--- src/rtl/ram_arbiter_2port.sv ---
// Two-port round-robin arbiter/sequencer for a single RAM_256x32; every access takes 4 cycles.
// Define ARB_FIXED_PRIO_EN to give port 0 fixed priority over port 1.
module ram_arbiter_2port #(
  parameter int ADDR_W = 8,
  parameter int DATA_W = 32
) (
  input  logic              CLK,
  input  logic              RSTn,
  input  logic              REQ0,
  input  logic              WE0,
  input  logic [ADDR_W-1:0] ADDR0,
  input  logic [DATA_W-1:0] WDATA0,
  output logic              ACK0,
  output logic [DATA_W-1:0] RDATA0,
  input  logic              REQ1,
  input  logic              WE1,
  input  logic [ADDR_W-1:0] ADDR1,
  input  logic [DATA_W-1:0] WDATA1,
  output logic              ACK1,
  output logic [DATA_W-1:0] RDATA1,
  output logic [ADDR_W-1:0] RAM_Addr,
  output logic [DATA_W-1:0] RAM_DataIn,
  output logic              RAM_RW,
  input  logic [DATA_W-1:0] RAM_DataOut,
  output logic              BUSY
);

  typedef enum logic [1:0] {
    S_IDLE  = 2'd0,
    S_ISSUE = 2'd1,
    S_WAIT  = 2'd2,
    S_RESP  = 2'd3
  } state_t;

  state_t            r_state;
  logic              r_gnt;
  logic              r_op_we;
  logic              r_ack0;
  logic              r_ack1;
  logic [DATA_W-1:0] r_rdata0;
  logic [DATA_W-1:0] r_rdata1;
  logic [ADDR_W-1:0] r_ram_addr;
  logic [DATA_W-1:0] r_ram_din;
  logic              r_ram_rw;
`ifndef ARB_FIXED_PRIO_EN
  logic              r_last_grant;
`endif

  logic              w_gnt;
  logic              w_sel_we;
  logic [ADDR_W-1:0] w_sel_addr;
  logic [DATA_W-1:0] w_sel_wdata;

  // Winner selection for the IDLE edge
  always_comb begin
    w_gnt = 1'b0;
    if (REQ0 && REQ1) begin
`ifdef ARB_FIXED_PRIO_EN
      w_gnt = 1'b0;
`else
      w_gnt = ~r_last_grant;
`endif
    end else if (REQ1) begin
      w_gnt = 1'b1;
    end else begin
      w_gnt = 1'b0;
    end
  end

  // Mux the winning port's transaction fields
  always_comb begin
    w_sel_we    = WE0;
    w_sel_addr  = ADDR0;
    w_sel_wdata = WDATA0;
    if (w_gnt) begin
      w_sel_we    = WE1;
      w_sel_addr  = ADDR1;
      w_sel_wdata = WDATA1;
    end else begin
      w_sel_we    = WE0;
      w_sel_addr  = ADDR0;
      w_sel_wdata = WDATA0;
    end
  end

  // Access sequencer: IDLE -> ISSUE -> WAIT -> RESP -> IDLE
  always_ff @(posedge CLK) begin
    if (!RSTn) begin
      r_state    <= S_IDLE;
      r_gnt      <= 1'b0;
      r_op_we    <= 1'b0;
      r_ack0     <= 1'b0;
      r_ack1     <= 1'b0;
      r_rdata0   <= '0;
      r_rdata1   <= '0;
      r_ram_addr <= '0;
      r_ram_din  <= '0;
      r_ram_rw   <= 1'b0;
`ifndef ARB_FIXED_PRIO_EN
      r_last_grant <= 1'b1;
`endif
    end else begin
      case (r_state)
        S_IDLE: begin
          if (REQ0 || REQ1) begin
            r_ram_addr <= w_sel_addr;
            r_ram_din  <= w_sel_wdata;
            r_ram_rw   <= w_sel_we;
            r_op_we    <= w_sel_we;
            r_gnt      <= w_gnt;
`ifndef ARB_FIXED_PRIO_EN
            r_last_grant <= w_gnt;
`endif
            r_state    <= S_ISSUE;
          end else begin
            r_ram_rw <= 1'b0;
            r_state  <= S_IDLE;
          end
        end
        S_ISSUE: begin
          // RAM commits the write / registers read data on this edge
          r_ram_rw <= 1'b0;
          r_state  <= S_WAIT;
        end
        S_WAIT: begin
          if (r_gnt) begin
            r_ack1 <= 1'b1;
            if (!r_op_we) begin
              r_rdata1 <= RAM_DataOut;
            end else begin
              r_rdata1 <= r_rdata1;
            end
          end else begin
            r_ack0 <= 1'b1;
            if (!r_op_we) begin
              r_rdata0 <= RAM_DataOut;
            end else begin
              r_rdata0 <= r_rdata0;
            end
          end
          r_state <= S_RESP;
        end
        S_RESP: begin
          r_ack0  <= 1'b0;
          r_ack1  <= 1'b0;
          r_state <= S_IDLE;
        end
        default: begin
          r_ack0   <= 1'b0;
          r_ack1   <= 1'b0;
          r_ram_rw <= 1'b0;
          r_state  <= S_IDLE;
        end
      endcase
    end
  end

  assign ACK0       = r_ack0;
  assign ACK1       = r_ack1;
  assign RDATA0     = r_rdata0;
  assign RDATA1     = r_rdata1;
  assign RAM_Addr   = r_ram_addr;
  assign RAM_DataIn = r_ram_din;
  assign RAM_RW     = r_ram_rw;
  assign BUSY       = (r_state != S_IDLE);

endmodule

--- config.mk ---
export PLATFORM = sky130hd
export DESIGN_NAME = ram_arbiter_2port
export DESIGN_NICKNAME = d
export VERILOG_FILES = /design/src/rtl/ram_arbiter_2port.sv
export SDC_FILE = /design/constraint.sdc
export NUM_CORES = 1
export LEC_CHECK = 0
export ABC_CLOCK_PERIOD_IN_PS = 1500
export CORE_MARGIN = 1
export CORE_UTILIZATION = 36
export DETAILED_ROUTE_END_ITERATION = 8
export PLACE_DENSITY = 0.75
export SLEW_MARGIN = 20
export SYNTH_ARGS = -nofsm -noshare
export SYNTH_HDL_FRONTEND = slang
export SYNTH_SLANG_ARGS = --single-unit
--- constraint.sdc ---
create_clock -name CLK -period 1.5 [get_ports CLK]
set_input_delay 0.45 -clock CLK [delete_from_list [all_inputs] [get_ports CLK]]
set_output_delay 0.45 -clock CLK [all_outputs]
set_load 0.01 [all_outputs]
==> impl_metrics.toml <==
[cells_and_area]
mostFrequentLayoutCells = "nand2_1, clkdlybuf4s50_1, dfxtp_1"
instances_no_fill = 959
syn_to_final_growth_pct = 70.2
layout-drive-gt1-share = 0.144
n_antenna_cell = 0
finalInstanceArea_sq_mm = 0.00760
seq_area_sq_mm = 0.00225
multi_input_area_sq_mm = 0.00216
layout.nets = 909
final_common_cell = "nand2_1"
n_fill_cell = 1047
fin_util = 0.630

[logic_synthesis]
avgSynthCellArea_sq_um = 8.13
synth_ff_type = "dfxtp_1"
synthArstFlopShare = 0
synth_area_sq_mm = 0.00447
synth_top_area_frac = 0.502
seq_area_frac_synth = 0.502
yosys.area.top_type = "dfxtp_1"
yosys.cell_types.count = 30
synthCells = 549
synth-edff-count = 0
ys_top_cells_by_area = "dfxtp_1, nand2_1, a21oi_1"
syn_nets = 672
ys.warnings.count = 0
ys_seq_elements = 112

[setup_path]
end_kind = "register"
required_ns = 1.77
rr_endpoint = "RDATA1[24]$_SDFFE_PN0P_"
reg2reg_from = "r_state[0]$_SDFF_PN0_"
crit_path_start_kind = "register"
r2r_cells = 9
crit_type = "reg -> reg"
crit_arrival_ns = 1.79
crit_start = "r_state[0]$_SDFF_PN0_"
rrSetupSlack_ns = -0.02
worstPathMaxFanout = 6
crit_end = "RDATA1[24]$_SDFFE_PN0P_"

[sta]
setup_ws_ns = -0.0217
finalCriticalPeriod_ns = 1.52
hold_viol = 0
setup_viol = 9
max_slew.worst_pin.slew_ns = 0.339
tns_ns = -0.130
timing.final.crit_share = 1.01
fin_skew_ns = 0.00741
rsz0062_at_grt = "yes"
timing.fmax_ghz = 0.657
maxSlewViolCount = 0
maxSlewHeadroom = 0.774

[global_routing]
track_usage = 0.229
grt_pass1_wl_mm = 23.4
grt_max_degree = 48
overflow = 0
grt_pass1_vias = 4795
grt_antenna_before_repair = 0

[clock_network]
htreeDepth = 3
cts_buffer_depth = 2
clockRootBuffer = "clkbuf_16"
cts_sinks = 112
numCtsBuffers = 9
clkSlewWorstSetupHoldPaths_ns = 0.07
tritoncts = "built"
clk_latency_ns = 0.34

[route]
wl_per_cell_um = 15.6
remaining_drc_errors = 0
routed_wl_mm = 15.0
ant_nets = 0
drt_iter0_markers = 227
drt_pre_antenna_iters = 4
drt-vias-per-instance = 4.95
num_vias = 4749

[floorplanning]
die_w_um = 113
die_h_um = 113
die-area_sq_mm = 0.0129
io_pins = 226
rows = 40
start_util = 0.370
core-area_sq_mm = 0.0121

[placed_design]
dp_cells = 930
post-place-ws_ns = -0.367
place_congestion = 0.873
place_area_sq_mm = 0.00708
hpwl_mm = 10.1
portBuffers = 225

[power_and_ir_drop]
powerDensity_mw_per_mm2 = 1280
ir_drop_uv = 704
power.leakage_nw = 3.35

[job]
drv_cap = 0

[worst_hold_path]
hold_path_class = "reg -> reg"

[run_status]
status = "finished, violations left"
violations = "setup timing"
[cell type report]
class | instances | share of cell area
sequential | 112 | 0.295
clock buffer | 12 | 0.0337
multi-input combinational | 390 | 0.284
timing repair buffer | 270 | 0.354
inverter | 3 | 0.00148
clock inverter | 4 | 0.00379
tap | 168 | 0.0276
[registers in the layout (all words and copies together), names as in the netlist]
name / count
ACK0: 1
ACK1: 1
RAM_Addr: 8
RAM_DataIn: 32
RAM_RW: 1
RDATA0: 32
RDATA1: 32
r_gnt: 1
r_last_grant: 1
r_op_we: 1
r_state: 2
[layer usage]
metal / share of wire / track usage / vias to the layer above
met3: 0.084 / 0.0606 / 31
li1: - / - / 2303
met2: 0.48 / 0.410 / 201
met5: 0 / 0 / -
met1: 0.40 / 0.254 / 2214
met4: 0.029 / 0.102 / 0
[cells in the mapped netlist (3+ instances only)]
library cell,instances
buf_2,16
a21oi_1,81
buf_6,3
o21a_1,3
inv_1,3
clkbuf_1,21
nand2_1,174
a21boi_1,52
o21ai_0,41
nor2_1,3
dfxtp_1,112
ha_1,5
a21boi_0,14
[worst min path at each step]
stage	from	endpoint	slack, ns	cells past startpoint
after floorplan	RDATA0[0]$_SDFFE_PN0P_	RDATA0[0]$_SDFFE_PN0P_	0.48	2
after global placement	RDATA1[18]$_SDFFE_PN0P_	RDATA1[18]$_SDFFE_PN0P_	0.44	2
after detailed placement	RDATA0[22]$_SDFFE_PN0P_	RDATA0[22]$_SDFFE_PN0P_	0.44	2
after CTS	RDATA0[22]$_SDFFE_PN0P_	RDATA0[22]$_SDFFE_PN0P_	0.45	2
after global routing	RDATA1[25]$_SDFFE_PN0P_	RDATA1[25]$_SDFFE_PN0P_	0.47	2
final	RDATA1[25]$_SDFFE_PN0P_	RDATA1[25]$_SDFFE_PN0P_	0.45	2
[kinds of logic after synthesis]
family	share of synthesized area
and+or+nand+nor	0.164
DFF	0.502
adders and majority gates	0.0140
AOI/OAI and AO/OA	0.268
buffers and inverters	0.0513
[critical path, stage by stage (launching register included)]
cell	delay, ns
dfxtp_2	0.34
inv_2	0.05
buf_6	0.11
ha_4	0.15
buf_6	0.11
nand3b_1	0.19
buf_6	0.16
buf_12	0.12
nand2_2	0.06
a21boi_2	0.15
[repair_timing]
item	4_1_cts	5_1_grt
hold buffers	0	0
cloned	6	2
pin swaps	15	37
hold endpoints to repair	0	0
gates resized for setup	140	55
setup endpoints to repair	173	87
setup buffers	5	3
[per-stage QoR]
| stage | hold WS, ns | total power [mW] |
|---|---|---|
| 3_3_place_gp | 0.440 | 7.37 |
| 3_5_place_dp | 0.445 | 7.46 |
| 2_1_floorplan | 0.479 | 5.42 |
| 6_report | 0.449 | 9.74 |
| 4_1_cts | 0.452 | 9.60 |
| 5_1_grt | 0.471 | 10.3 |
[report_power, final]
| part | internal (mW) | switching (mW) |
|---|---|---|
| sequential | 3.51 | 0.298 |
| combinational | 1.80 | 1.84 |
| clock | 1.22 | 1.07 |
(Power assumes the default switching activity.)
